`src/rtl/pipelined_cla_adder.sv`:
```
// Pipelined carry-lookahead adder: one 4-bit lookahead group per stage, valid/ready handshake.
// Optional signed-overflow output enabled by defining CLA_PIPE_OVERFLOW_EN.
module pipelined_cla_adder #(
  parameter int unsigned WIDTH = 16
) (
  input  logic             clk,
  input  logic             rst,
  input  logic [WIDTH-1:0] in1,
  input  logic [WIDTH-1:0] in2,
  input  logic             cin,
  input  logic             in_valid,
  output logic             in_ready,
  output logic [WIDTH-1:0] sum,
  output logic             cout,
  output logic             out_valid,
  input  logic             out_ready
`ifdef CLA_PIPE_OVERFLOW_EN
  ,
  output logic             ovf
`endif
);

  localparam int unsigned GROUPS = WIDTH / 4;

  // One transaction per stage: operands travel along, sum bits fill in group by group.
  typedef struct packed {
    logic             v;
    logic             c;
    logic [WIDTH-1:0] a;
    logic [WIDTH-1:0] b;
    logic [WIDTH-1:0] s;
  } stage_t;

  stage_t pipe_q [GROUPS];
  stage_t pipe_d [GROUPS];
  logic   adv;

  function automatic logic [4:0] cla4(input logic [3:0] a, input logic [3:0] b, input logic ci);
    logic [3:0] g;
    logic [3:0] p;
    logic [4:0] c;
    g    = a & b;
    p    = a ^ b;
    c[0] = ci;
    c[1] = g[0] | (p[0] & ci);
    c[2] = g[1] | (p[1] & g[0]) | (p[1] & p[0] & ci);
    c[3] = g[2] | (p[2] & g[1]) | (p[2] & p[1] & g[0]) | (p[2] & p[1] & p[0] & ci);
    c[4] = g[3] | (p[3] & g[2]) | (p[3] & p[2] & g[1]) | (p[3] & p[2] & p[1] & g[0])
         | (p[3] & p[2] & p[1] & p[0] & ci);
    return {c[4], p ^ c[3:0]};
  endfunction

  assign adv      = ~pipe_q[GROUPS-1].v | out_ready;
  assign in_ready = adv;

  for (genvar k = 0; k < GROUPS; k++) begin : g_stage
    stage_t     prev;
    stage_t     nxt;
    logic [4:0] grp;

    if (k == 0) begin : g_head
      assign prev = {in_valid, cin, in1, in2, {WIDTH{1'b0}}};
    end else begin : g_body
      assign prev = pipe_q[k-1];
    end

    assign grp = cla4(prev.a[4*k +: 4], prev.b[4*k +: 4], prev.c);

    always_comb begin
      nxt              = prev;
      nxt.c            = grp[4];
      nxt.s[4*k +: 4]  = grp[3:0];
    end

    assign pipe_d[k] = nxt;
  end

  always_ff @(posedge clk or posedge rst) begin
    if (rst) begin
      for (int unsigned k = 0; k < GROUPS; k++) pipe_q[k] <= '0;
    end else if (adv) begin
      for (int unsigned k = 0; k < GROUPS; k++) pipe_q[k] <= pipe_d[k];
    end
  end

  assign sum       = pipe_q[GROUPS-1].s;
  assign cout      = pipe_q[GROUPS-1].c;
  assign out_valid = pipe_q[GROUPS-1].v;

`ifdef CLA_PIPE_OVERFLOW_EN
  logic ovf_q;

  // Carry into the MSB is recovered as a^b^s at that bit, so no extra carry is piped.
  always_ff @(posedge clk or posedge rst) begin
    if (rst) begin
      ovf_q <= 1'b0;
    end else if (adv) begin
      ovf_q <= pipe_d[GROUPS-1].a[WIDTH-1] ^ pipe_d[GROUPS-1].b[WIDTH-1]
             ^ pipe_d[GROUPS-1].s[WIDTH-1] ^ pipe_d[GROUPS-1].c;
    end
  end

  assign ovf = ovf_q;
`endif

endmodule

```
`config.mk`:
```
export PLATFORM = sky130hd
export DESIGN_NAME = pipelined_cla_adder
export DESIGN_NICKNAME = d
export VERILOG_FILES = /design/src/rtl/pipelined_cla_adder.sv
export SDC_FILE = /design/constraint.sdc
export NUM_CORES = 1
export LEC_CHECK = 0
export BUFFER_PORTS_ARGS = -buffer_cell sky130_fd_sc_hd__buf_2
export CAP_MARGIN = 10
export CORE_UTILIZATION = 45
export DETAILED_ROUTE_END_ITERATION = 10
export MAX_ROUTING_LAYER = met4
export SLEW_MARGIN = 40
export SYNTH_ARGS = -nofsm -noshare
export SYNTH_HDL_FRONTEND = slang
export SYNTH_SLANG_ARGS = --single-unit
```
`constraint.sdc`:
```
create_clock -name clk -period 4.52 [get_ports clk]
set_input_delay 0.904 -clock clk [delete_from_list [all_inputs] [get_ports clk]]
set_output_delay 0.904 -clock clk [all_outputs]
set_load 0.02 [all_outputs]
```
==> metrics.log <==
INFO  metric static-leakage-power = 0.00252 µW
INFO  metric max-vdd-ir-drop = 431 µV
INFO  metric placeableCoreArea = ~8900 µm²
INFO  metric insertion_delay = between 0.3 and 0.4 ns
INFO  metric synth_area = around 4200 µm²
INFO  metric cts.htree.levels = 3
INFO  metric tritoncts.num_buffers = 9
INFO  metric antenna_left = 0
INFO  metric clkSinkCount = 96
INFO  metric fin_util = 0.526
INFO  metric critical_path.slowest_cell = sky130_fd_sc_hd__buf_2
INFO  metric die_h = a little under 100 µm
INFO  metric grt_max_degree = between 100 and 150
INFO  metric fin_cells = between 600 and 700
INFO  metric crit_top_cell = sky130_fd_sc_hd__buf_2
INFO  metric std_cell_rows = 34
INFO  metric gp_congestion = 0.708
INFO  metric critical_path_required = 3.62 ns
INFO  metric areaGrowthSynthToFinish = 11.2%
INFO  metric crit_path_cell_trace = buf_2, nor2b_4, clkinv_2, buf_2
INFO  metric grt_first_pass_wirelength = roughly 13000 µm
INFO  metric setup_total_negative_slack = 0 ns
INFO  metric power_density = between 600 and 700 nW/µm²
INFO  metric hold_violations = 0
INFO  metric antenna_cells = 0
INFO  metric detail_route.drc_violations = 0
INFO  metric nets = about 550
INFO  metric end_kind = output pin
INFO  metric wire_per_inst = 11.7 µm
INFO  metric grt_setup_unrepaired = no
INFO  metric io_pins = 56
INFO  metric yosysWarningCount = 0
INFO  metric ctsLongestPathBuffers = 2
INFO  metric maxSlewHeadroom = 0.510
INFO  metric finalWorstPathRequiredPeriod = about 2.3 ns
INFO  metric pre_cts_ws = between 2 and 2.5 ns
INFO  metric achievable-frequency = 427 MHz
INFO  metric cp_slowest_stage_delay = about 0.18 ns
INFO  metric worstReg2RegStart = out_valid
INFO  metric hold_path_startpoint = sum[3]
INFO  metric track_usage = 0.174
INFO  metric grt_antenna_before_repair = 0
INFO  metric dp.cells = roughly 590
INFO  metric critPathLaunchType = primary input
INFO  metric cts_root_buf = sky130_fd_sc_hd__clkbuf_8
INFO  metric criticalPathCategory = in -> out
INFO  metric synth_cells = 449
INFO  metric finalCritPeriodShare = 0.518
INFO  metric initial_core_util = 0.473
INFO  metric startpoint = out_ready
INFO  metric buffer_ports.inserted = 55
INFO  metric power.total = 3150 µW
INFO  metric cts_tree = done
INFO  metric clk_transition_reported_paths = around 0.080 ns
INFO  metric first_global_vias = approximately 2800
INFO  metric dr_iter_0_viols = 91
INFO  metric maxCapViolations = 0
INFO  metric yosys_register_bits = 96
INFO  metric post_cts_buffers = 0
INFO  metric final_layout_size_suffix_gt1_frac = 0.160
INFO  metric distinct_cell_type_count_after_synthesis = 24
INFO  metric yosysSeqAreaShare = 0.571
INFO  metric timing.final.max_slew_violations = 0
INFO  metric critical_path_data_arrival_time = 1.44 ns
INFO  metric routed_via_density = around 4.7
INFO  metric hold_path.class = reg -> reg
INFO  metric die-width = about 99 µm
INFO  metric overflow = 0
INFO  metric run_status = finished, final reports clean
INFO  metric final_critical_path_setup_slack = about 2.2 ns
INFO  metric synth.net_count = just over 500
INFO  metric die_area = between 9000 and 10000 µm²
INFO  metric detail_route.wirelength = approximately 7100 µm
INFO  metric hold_buffers = 0
INFO  metric critical_path.max_fanout = 3
INFO  metric post_cts_resize_count = 0
INFO  metric detailedPlacementHpwl = approximately 4500 µm
INFO  metric drt_first_pass_iters = 4
INFO  metric finalClockSkew = 0.00753 ns
INFO  metric report.final.setup_viol = 0
INFO  metric worst_pin_slew = approximately 0.74 ns
INFO  metric vias = approximately 2900
INFO  metric post_synth.cell_area_avg = about 9.4 µm²
## layout by cell type (no fill, tap or decap), types with 2 or more instances in the layout
cell type                  netlist  final
sky130_fd_sc_hd__xnor2_1         6      6
sky130_fd_sc_hd__a21oi_1        11     11
sky130_fd_sc_hd__ha_1           16     16
sky130_fd_sc_hd__a41oi_1         3      3
sky130_fd_sc_hd__a211oi_1        2      2
sky130_fd_sc_hd__nand2_1       222    222
sky130_fd_sc_hd__xor2_1          6      6
sky130_fd_sc_hd__o21ai_1         4      4
sky130_fd_sc_hd__clkbuf_8        0      9
sky130_fd_sc_hd__fa_1            4      4
sky130_fd_sc_hd__buf_2           6     55
sky130_fd_sc_hd__o21ai_0        14     14
sky130_fd_sc_hd__a21oi_2         9      9
sky130_fd_sc_hd__inv_1          16     15
sky130_fd_sc_hd__nor2_1          9      9
sky130_fd_sc_hd__dfrtp_1        96     96
sky130_fd_sc_hd__buf_6           8      2
sky130_fd_sc_hd__clkbuf_1        5      4
sky130_fd_sc_hd__a21o_1          5      5
## state kept, by name, summed over array words and instances, names as in the netlist
| name | flops |
|---|---|
| cout | 1 |
| out_valid | 1 |
| sum | 16 |
| g_stage.prev | 3 |
| g_stage.nxt | 75 |
## stage by stage
stage / hold WS, ns / cell area [µm²]
finish: 0.462 / 4680
global route: 0.474 / 4680
CTS: 0.468 / 4670
detailed placement: 0.450 / 4500
global placement: 0.445 / 4500
floorplan: 0.430 / 4210
## cell type report
cell class | instances | area (µm²)
Clock inverter | 1 | 30.0
Tap cell | 108 | 135
Clock buffer | 13 | 139
Multi-Input combinational cell | 315 | 1600
Fill cell | 854 | 4210
Timing Repair Buffer | 58 | 305
Inverter | 17 | 70.1
Sequential cell | 96 | 2400
## metal layers
layer	global-route usage	routed length [µm]
met2	0.259	3190
met1	0.238	3650
met5	-	0
met3	0.0298	189
met4	0.0689	104
## cell families after synthesis
logic type               share of synthesized area
multiplexers                               0.00238
adder cells (fa/ha/maj)                     0.0666
flip-flops                                   0.571
AND/OR/NAND/NOR                              0.209
XOR/XNOR                                    0.0250
AO/OA/AOI/OAI                               0.0743
buffers and inverters                       0.0517
## cell usage after synthesis
| cell type | n | area share |
|---|---|---|
| sky130_fd_sc_hd__dfrtp_1 | 96 | 0.57 |
| sky130_fd_sc_hd__inv_1 | 16 | 0.014 |
| sky130_fd_sc_hd__a21o_1 | 5 | 0.0089 |
| sky130_fd_sc_hd__mux2i_1 | 1 | 0.0024 |
| sky130_fd_sc_hd__buf_2 | 6 | 0.0071 |
| sky130_fd_sc_hd__clkbuf_1 | 5 | 0.0045 |
| sky130_fd_sc_hd__a21oi_2 | 9 | 0.019 |
| sky130_fd_sc_hd__a211oi_1 | 2 | 0.0036 |
| sky130_fd_sc_hd__a41oi_1 | 3 | 0.0062 |
| sky130_fd_sc_hd__a41o_1 | 1 | 0.0024 |
| sky130_fd_sc_hd__ha_1 | 16 | 0.048 |
| sky130_fd_sc_hd__nor2b_1 | 1 | 0.0015 |
| sky130_fd_sc_hd__o21ai_0 | 14 | 0.017 |
| sky130_fd_sc_hd__xnor2_1 | 6 | 0.012 |
| sky130_fd_sc_hd__a21oi_1 | 11 | 0.013 |
| sky130_fd_sc_hd__nand2b_1 | 1 | 0.0015 |
| sky130_fd_sc_hd__inv_2 | 1 | 0.00089 |
| sky130_fd_sc_hd__buf_4 | 2 | 0.0036 |
| sky130_fd_sc_hd__xor2_1 | 6 | 0.012 |
| sky130_fd_sc_hd__nand2_1 | 222 | 0.20 |
| sky130_fd_sc_hd__o21ai_1 | 4 | 0.0048 |
| sky130_fd_sc_hd__fa_1 | 4 | 0.019 |
| sky130_fd_sc_hd__nor2_1 | 9 | 0.0080 |
| sky130_fd_sc_hd__buf_6 | 8 | 0.021 |
## worst max-delay path, delay by kind of cell
family / cells / cell delay, ns
buffers and inverters: 3 / 0.40
and+or+nand+nor: 1 / 0.13
## power by group
part           total, µW  switching, µW  internal, µW
Sequential          1430            195          1230
Combinational       1210            730           483
Clock                515            263           251
Total               3150           1190          1970
## worst paths after layout
path	slack [ns]	endpoint	cells after the start
setup / recovery	2.18	in_ready	4
hold / removal	0.46	sum[3]	2
setup reg to reg	2.89	g_stage[2].prev[48]	5
hold reg to reg	0.46	sum[3]	2
max in group asynchronous	3.12	g_stage[1].nxt[26]	3
min in group asynchronous	0.64	g_stage[1].nxt[37]	2
Power figures use the tool's default switching activity.
